--- src/rtl/datapath_sequencer.sv ---
// Purpose: decodes one 32-bit instruction at a time into register-file / adder-mux controls and memory requests.
// Latency: ALU ops and NOP complete one cycle after accept; loads/stores complete on mem_ack or abort after TIMEOUT cycles.
// Backpressure: instr_ready is high only in IDLE; a held instr_valid waits there until the current instruction finishes.
module datapath_sequencer #(
  parameter int TIMEOUT = 16,
  parameter int CNT_W   = 16
) (
  input  logic             clk,
  input  logic             reset,
  input  logic [31:0]      instr,
  input  logic             instr_valid,
  output logic             instr_ready,
  output logic             load_enable,
  output logic [1:0]       dest_select,
  output logic [1:0]       A_select,
  output logic [1:0]       B_select,
  output logic             mb_select,
  output logic             md_select,
  output logic [31:0]      constant_in,
  output logic             mem_rd,
  output logic             mem_wr,
  input  logic             mem_ack,
  output logic             busy,
  output logic             err,
  output logic [CNT_W-1:0] retired
);

  localparam int WAIT_W = (TIMEOUT > 1) ? $clog2(TIMEOUT) : 1;
  localparam logic [WAIT_W-1:0] WAIT_LAST = WAIT_W'(TIMEOUT - 1);

  localparam logic [2:0] OP_NOP    = 3'b000;
  localparam logic [2:0] OP_ADD    = 3'b001;
  localparam logic [2:0] OP_ADDI   = 3'b010;
  localparam logic [2:0] OP_LOAD   = 3'b011;
  localparam logic [2:0] OP_STORE  = 3'b100;
  localparam logic [2:0] OP_STOREI = 3'b101;

  typedef enum logic [1:0] {
    S_IDLE   = 2'd0,
    S_EXEC   = 2'd1,
    S_MEM_RD = 2'd2,
    S_MEM_WR = 2'd3
  } state_t;

  state_t            state;
  logic [31:0]       ir;
  logic [WAIT_W-1:0] wait_cnt;

  logic [2:0]  ir_op;
  logic [1:0]  ir_rd;
  logic [1:0]  ir_ra;
  logic [1:0]  ir_rb;
  logic [22:0] ir_imm;
  logic        ir_legal;
  logic        accept;

  assign ir_op    = ir[31:29];
  assign ir_rd    = ir[28:27];
  assign ir_ra    = ir[26:25];
  assign ir_rb    = ir[24:23];
  assign ir_imm   = ir[22:0];
  assign ir_legal = (ir_op <= OP_STOREI);
  assign accept   = instr_valid && (state == S_IDLE);

  // Sequencer state, instruction register, wait counter, sticky error and retire count.
  always_ff @(posedge clk or posedge reset) begin
    if (reset) begin
      state    <= S_IDLE;
      ir       <= '0;
      wait_cnt <= '0;
      err      <= 1'b0;
      retired  <= '0;
    end else begin
      case (state)
        S_IDLE: begin
          if (accept) begin
            ir       <= instr;
            err      <= 1'b0;
            wait_cnt <= '0;
            case (instr[31:29])
              OP_LOAD:             state <= S_MEM_RD;
              OP_STORE, OP_STOREI: state <= S_MEM_WR;
              default:             state <= S_EXEC;
            endcase
          end
        end
        S_EXEC: begin
          if (ir_legal) begin
            retired <= retired + CNT_W'(1);
          end else begin
            err <= 1'b1;
          end
          state <= S_IDLE;
        end
        S_MEM_RD, S_MEM_WR: begin
          // An ack in the final wait cycle still completes the transfer.
          if (mem_ack) begin
            retired <= retired + CNT_W'(1);
            state   <= S_IDLE;
          end else if (wait_cnt == WAIT_LAST) begin
            err   <= 1'b1;
            state <= S_IDLE;
          end else begin
            wait_cnt <= wait_cnt + WAIT_W'(1);
          end
        end
        default: state <= S_IDLE;
      endcase
    end
  end

  // Controls decoded from the registered state and IR so an asynchronous reset drops them at once;
  // only the load write-back looks at mem_ack directly.
  always_comb begin
    instr_ready = 1'b0;
    busy        = 1'b1;
    load_enable = 1'b0;
    dest_select = ir_rd;
    A_select    = ir_ra;
    B_select    = ir_rb;
    mb_select   = 1'b0;
    md_select   = 1'b0;
    constant_in = {9'd0, ir_imm};
    mem_rd      = 1'b0;
    mem_wr      = 1'b0;
    case (state)
      S_IDLE: begin
        instr_ready = 1'b1;
        busy        = 1'b0;
        dest_select = 2'd0;
        A_select    = 2'd0;
        B_select    = 2'd0;
        constant_in = 32'd0;
      end
      S_EXEC: begin
        load_enable = (ir_op == OP_ADD) || (ir_op == OP_ADDI);
        mb_select   = (ir_op == OP_ADDI);
      end
      S_MEM_RD: begin
        mem_rd      = 1'b1;
        load_enable = mem_ack;
        md_select   = mem_ack;
      end
      S_MEM_WR: begin
        mem_wr    = 1'b1;
        mb_select = (ir_op == OP_STOREI);
      end
      default: begin
        busy = 1'b0;
      end
    endcase
  end

endmodule

--- config.mk ---
export PLATFORM = sky130hd
export DESIGN_NAME = datapath_sequencer
export DESIGN_NICKNAME = d
export VERILOG_FILES = /design/src/rtl/datapath_sequencer.sv
export SDC_FILE = /design/constraint.sdc
export NUM_CORES = 1
export LEC_CHECK = 0
export CORE_UTILIZATION = 41
export CTS_BUF_LIST = sky130_fd_sc_hd__clkbuf_16
export CTS_CLUSTER_DIAMETER = 50
export DETAILED_ROUTE_END_ITERATION = 10
export HOLD_SLACK_MARGIN = 0.02
export PLACE_DENSITY_LB_ADDON = 0.2
export SLEW_MARGIN = 20
export SYNTH_ARGS = -nofsm -noshare
export SYNTH_HDL_FRONTEND = slang
export SYNTH_SLANG_ARGS = --single-unit
--- constraint.sdc ---
create_clock -name clk -period 1.85 [get_ports clk]
set_input_delay 0.37 -clock clk [delete_from_list [all_inputs] [get_ports clk]]
set_output_delay 0.37 -clock clk [all_outputs]
set_load 0.03 [all_outputs]
==> results_dict.tcl <==
set metrics [dict create \
    status "complete, but fails checks" \
    violated_checks "DRC, setup timing" \
    number_of_antenna_violations_at_the_first_check_in_global_routing 0 \
    drt_wl_total_mm 5.915 \
    p_sw_share_pct 41.43 \
    detailroute.via_count 2098 \
    p_total_mw 7.695 \
    drcViolationCount 11 \
    crit-reg2reg-launch "state[0]" \
    final_util_pct 64.35 \
    vias_in_the_first_global_route 1945 \
    global_route_congestion_overflow_total 0 \
    fmax_mhz 539.3 \
    grt_pass1_wl_mm 9.584 \
    routed_wirelength_normalized_by_instance_count_um 14.05 \
    gp_congestion 0.7789 \
    p_comb_share_pct 60.4 \
    port_buffers 88 \
    insertion_delay_ns 0.29 \
    via_per_inst 4.983 \
    htree_levels 2 \
    clockRootBuffer "sky130_fd_sc_hd__clkbuf_16" \
    setup.worst_path.class "reg2reg" \
    hpwlAfterDp_mm 4.033 \
    cellInternalPower_mw 4.507 \
    cp.arrival_ns 2.03 \
    power_density_nw_per_um2 1851 \
    asyncSetResetFlopFracSynth_pct 100.0 \
    place_worst_setup_slack_ns 0.02809 \
    finalHoldWorstSlack_ns 0.4488 \
    dr.pass1.iters 7 \
    num_io_pins 98 \
    timing.critical_path.to "retired[1]" \
    type_of_origin_of_the_critical_path "register" \
    post-route-worst-setup-slack_ns -0.004290 \
    timing.final.crit_share_pct 100.2 \
    core_area_um2 6459 \
    timing.critical_path.from "state[0]" \
    finalSetupViolations 1 \
    most-common-layout-cells "sky130_fd_sc_hd__dfrtp_1, sky130_fd_sc_hd__clkdlybuf4s50_1, sky130_fd_sc_hd__buf_4" \
    cts.clk_slew.worst_paths_ns 0.06 \
    fin_nets 387 \
    vdd_drop_max_v 0.001196 \
    number_of_unique_standard_cell_types_used_by_synthesis 45 \
    hold_class "in2async" \
    maxCapViolations 0 \
    cts_buffer_depth 2 \
    postSynthCellCount 237 \
    number_of_register_bits_inferred_by_synthesis 55 \
    worst-endpoint-required_ns 2.02 \
    die_x_um 84.63 \
    setup-tns-final_ns -0.004290 \
    antenna_cells 0 \
    mappedNetlistArea_um2 2799 \
    r2r.worst_path.cells 6 \
    synth_sequential_area_ratio_pct 49.17 \
    tritoncts "done" \
    crit_path_max_fanout 4 \
    worstReg2RegEnd "retired[1]" \
    pin_count_of_the_biggest_net_entering_global_routing 56 \
    power_frac_seq_pct 26.3 \
    die-area_um2 7161 \
    ys.warnings.count 0 \
    grt_util_all_layers_pct 16.94 \
    cts_num_sinks 55 \
    maxSlewViolCount 0 \
    floorplan.initialDensity_pct 43.34 \
    finClkSkew_ns 0.004716 \
    leakage_nw 1.907 \
    layout.cells.most_common "sky130_fd_sc_hd__dfrtp_1" \
    reg2reg_setup_slack_ns -0.004 \
    timing.critical_path.to_type "register" \
    fp.dieH_um 84.63 \
    antenna_violating_nets_post_route 0 \
    fp-row-count 29 \
    drt_iter0_drc 57 \
    report.final.hold_viol_count 0 \
    grt_setup_unrepaired "yes" \
    postSynthAreaPerCell_um2 11.81 \
    cts-buffers-inserted 5 \
    count_of_flip_flops_with_a_built_in_enable_after_synthesis 0 \
    final_period_minus_worst_setup_slack_ns 1.854 \
    cts.hold.buffers_added 0 \
    p_switching_mw 3.188 \
    share_clk_of_total_power_pct 13.3 \
    layout_cells_sized_above_1_pct 38.95 \
    synth_flop_cell "sky130_fd_sc_hd__dfrtp_1" \
    layout-area-overhead-vs-synth_pct 48.50 \
]
final cells by class:
cell class                 instances  area, µm²
sequential                        55       1379
timing repair buffer             107       1025
fill                             514       2302
clock buffer                       5      125.1
multi-input combinational        168       1466
inverter                           7      31.28
clock inverter                     2      33.78
tap                               77      96.34
layer usage:
layer | vias to the layer above | wire [µm] | share of wire (%) | track usage, %
met5 | - | 0 | 0 | 0
met4 | 0 | 71 | 1.2 | 5.239
met3 | 7 | 413 | 7.0 | 3.638
met2 | 75 | 2710 | 46 | 25.72
met1 | 1009 | 2720 | 46 | 24.32
li1 | 1007 | - | - | -
state kept, by name, summed over array words and instances, names as in the netlist:
name      cells
ir           32
retired      16
wait_cnt      4
state         2
err           1
worst min path at each step:
stage,from,to,slack (ns)
floorplan,ir[0],ir[0],0.47
global placement,retired[15],retired[15],0.46
detailed placement,retired[15],retired[15],0.46
CTS,reset,retired[0],0.46
global route,retired[15],retired[15],0.49
finish,reset,wait_cnt[0],0.45
power groups by stage:
stage | registers (mW) | clock network [mW] | logic (mW)
finish | 2.02 | 1.03 | 4.65
global route | 2.11 | 1.10 | 4.95
CTS | 2.00 | 1.06 | 4.29
detailed placement | 2.01 | 0 | 4.04
global placement | 1.99 | 0 | 3.99
floorplan | 2.08 | 0 | 2.63
cells in the mapped netlist, types with 2 or more instances:
master	n	share of area [%]
sky130_fd_sc_hd__a22o_1	2	0.63
sky130_fd_sc_hd__nor3_1	7	1.3
sky130_fd_sc_hd__xor2_1	11	3.4
sky130_fd_sc_hd__buf_2	3	0.54
sky130_fd_sc_hd__ha_1	7	3.1
sky130_fd_sc_hd__nor2_1	4	0.54
sky130_fd_sc_hd__and3_1	2	0.45
sky130_fd_sc_hd__nand3_1	7	1.3
sky130_fd_sc_hd__mux2_2	33	13
sky130_fd_sc_hd__o21ai_0	5	0.89
sky130_fd_sc_hd__inv_1	7	0.94
sky130_fd_sc_hd__buf_4	9	2.4
sky130_fd_sc_hd__nor2b_1	30	6.7
sky130_fd_sc_hd__clkbuf_1	3	0.40
sky130_fd_sc_hd__nand2b_1	5	1.1
sky130_fd_sc_hd__nand4_4	3	2.3
sky130_fd_sc_hd__nand2_1	14	1.9
sky130_fd_sc_hd__dfrtp_1	55	49
sky130_fd_sc_hd__xnor2_1	4	1.3
cells by family after synthesis:
kind of cell | synth area share, %
DFF | 49.17
buffers and inverters | 4.291
AOI/OAI and AO/OA | 4.829
and+or+nand+nor | 19.94
adders and majority gates | 3.129
xor gates and xnor gates | 4.694
muxes | 13.81
other | 0.1340
timing repair:
| item | in CTS | in global routing |
|---|---|---|
| pin swaps | 3 | 8 |
| endpoints found under the setup margin | 34 | 46 |
| endpoints found under the hold margin | 0 | 0 |
| setup buffers | 7 | 5 |
| gates resized for setup | 16 | 38 |
stage by stage:
| step | area (µm²) | cells |
|---|---|---|
| after CTS | 3973 | 416 |
| after floorplan | 2833 | 245 |
| after global placement | 3704 | 402 |
| after detailed placement | 3704 | 402 |
| final | 4156 | 421 |
| after global routing | 4156 | 421 |
worst max-delay path, stage by stage (launching register included):
cell and delay (ns):
sky130_fd_sc_hd__dfrtp_2 0.46, sky130_fd_sc_hd__buf_6 0.14, sky130_fd_sc_hd__ha_4 0.16, sky130_fd_sc_hd__buf_4 0.14, sky130_fd_sc_hd__or3_4 0.36, sky130_fd_sc_hd__and3_4 0.20
sky130_fd_sc_hd__mux2_4 0.29
(Power assumes the default switching activity.)
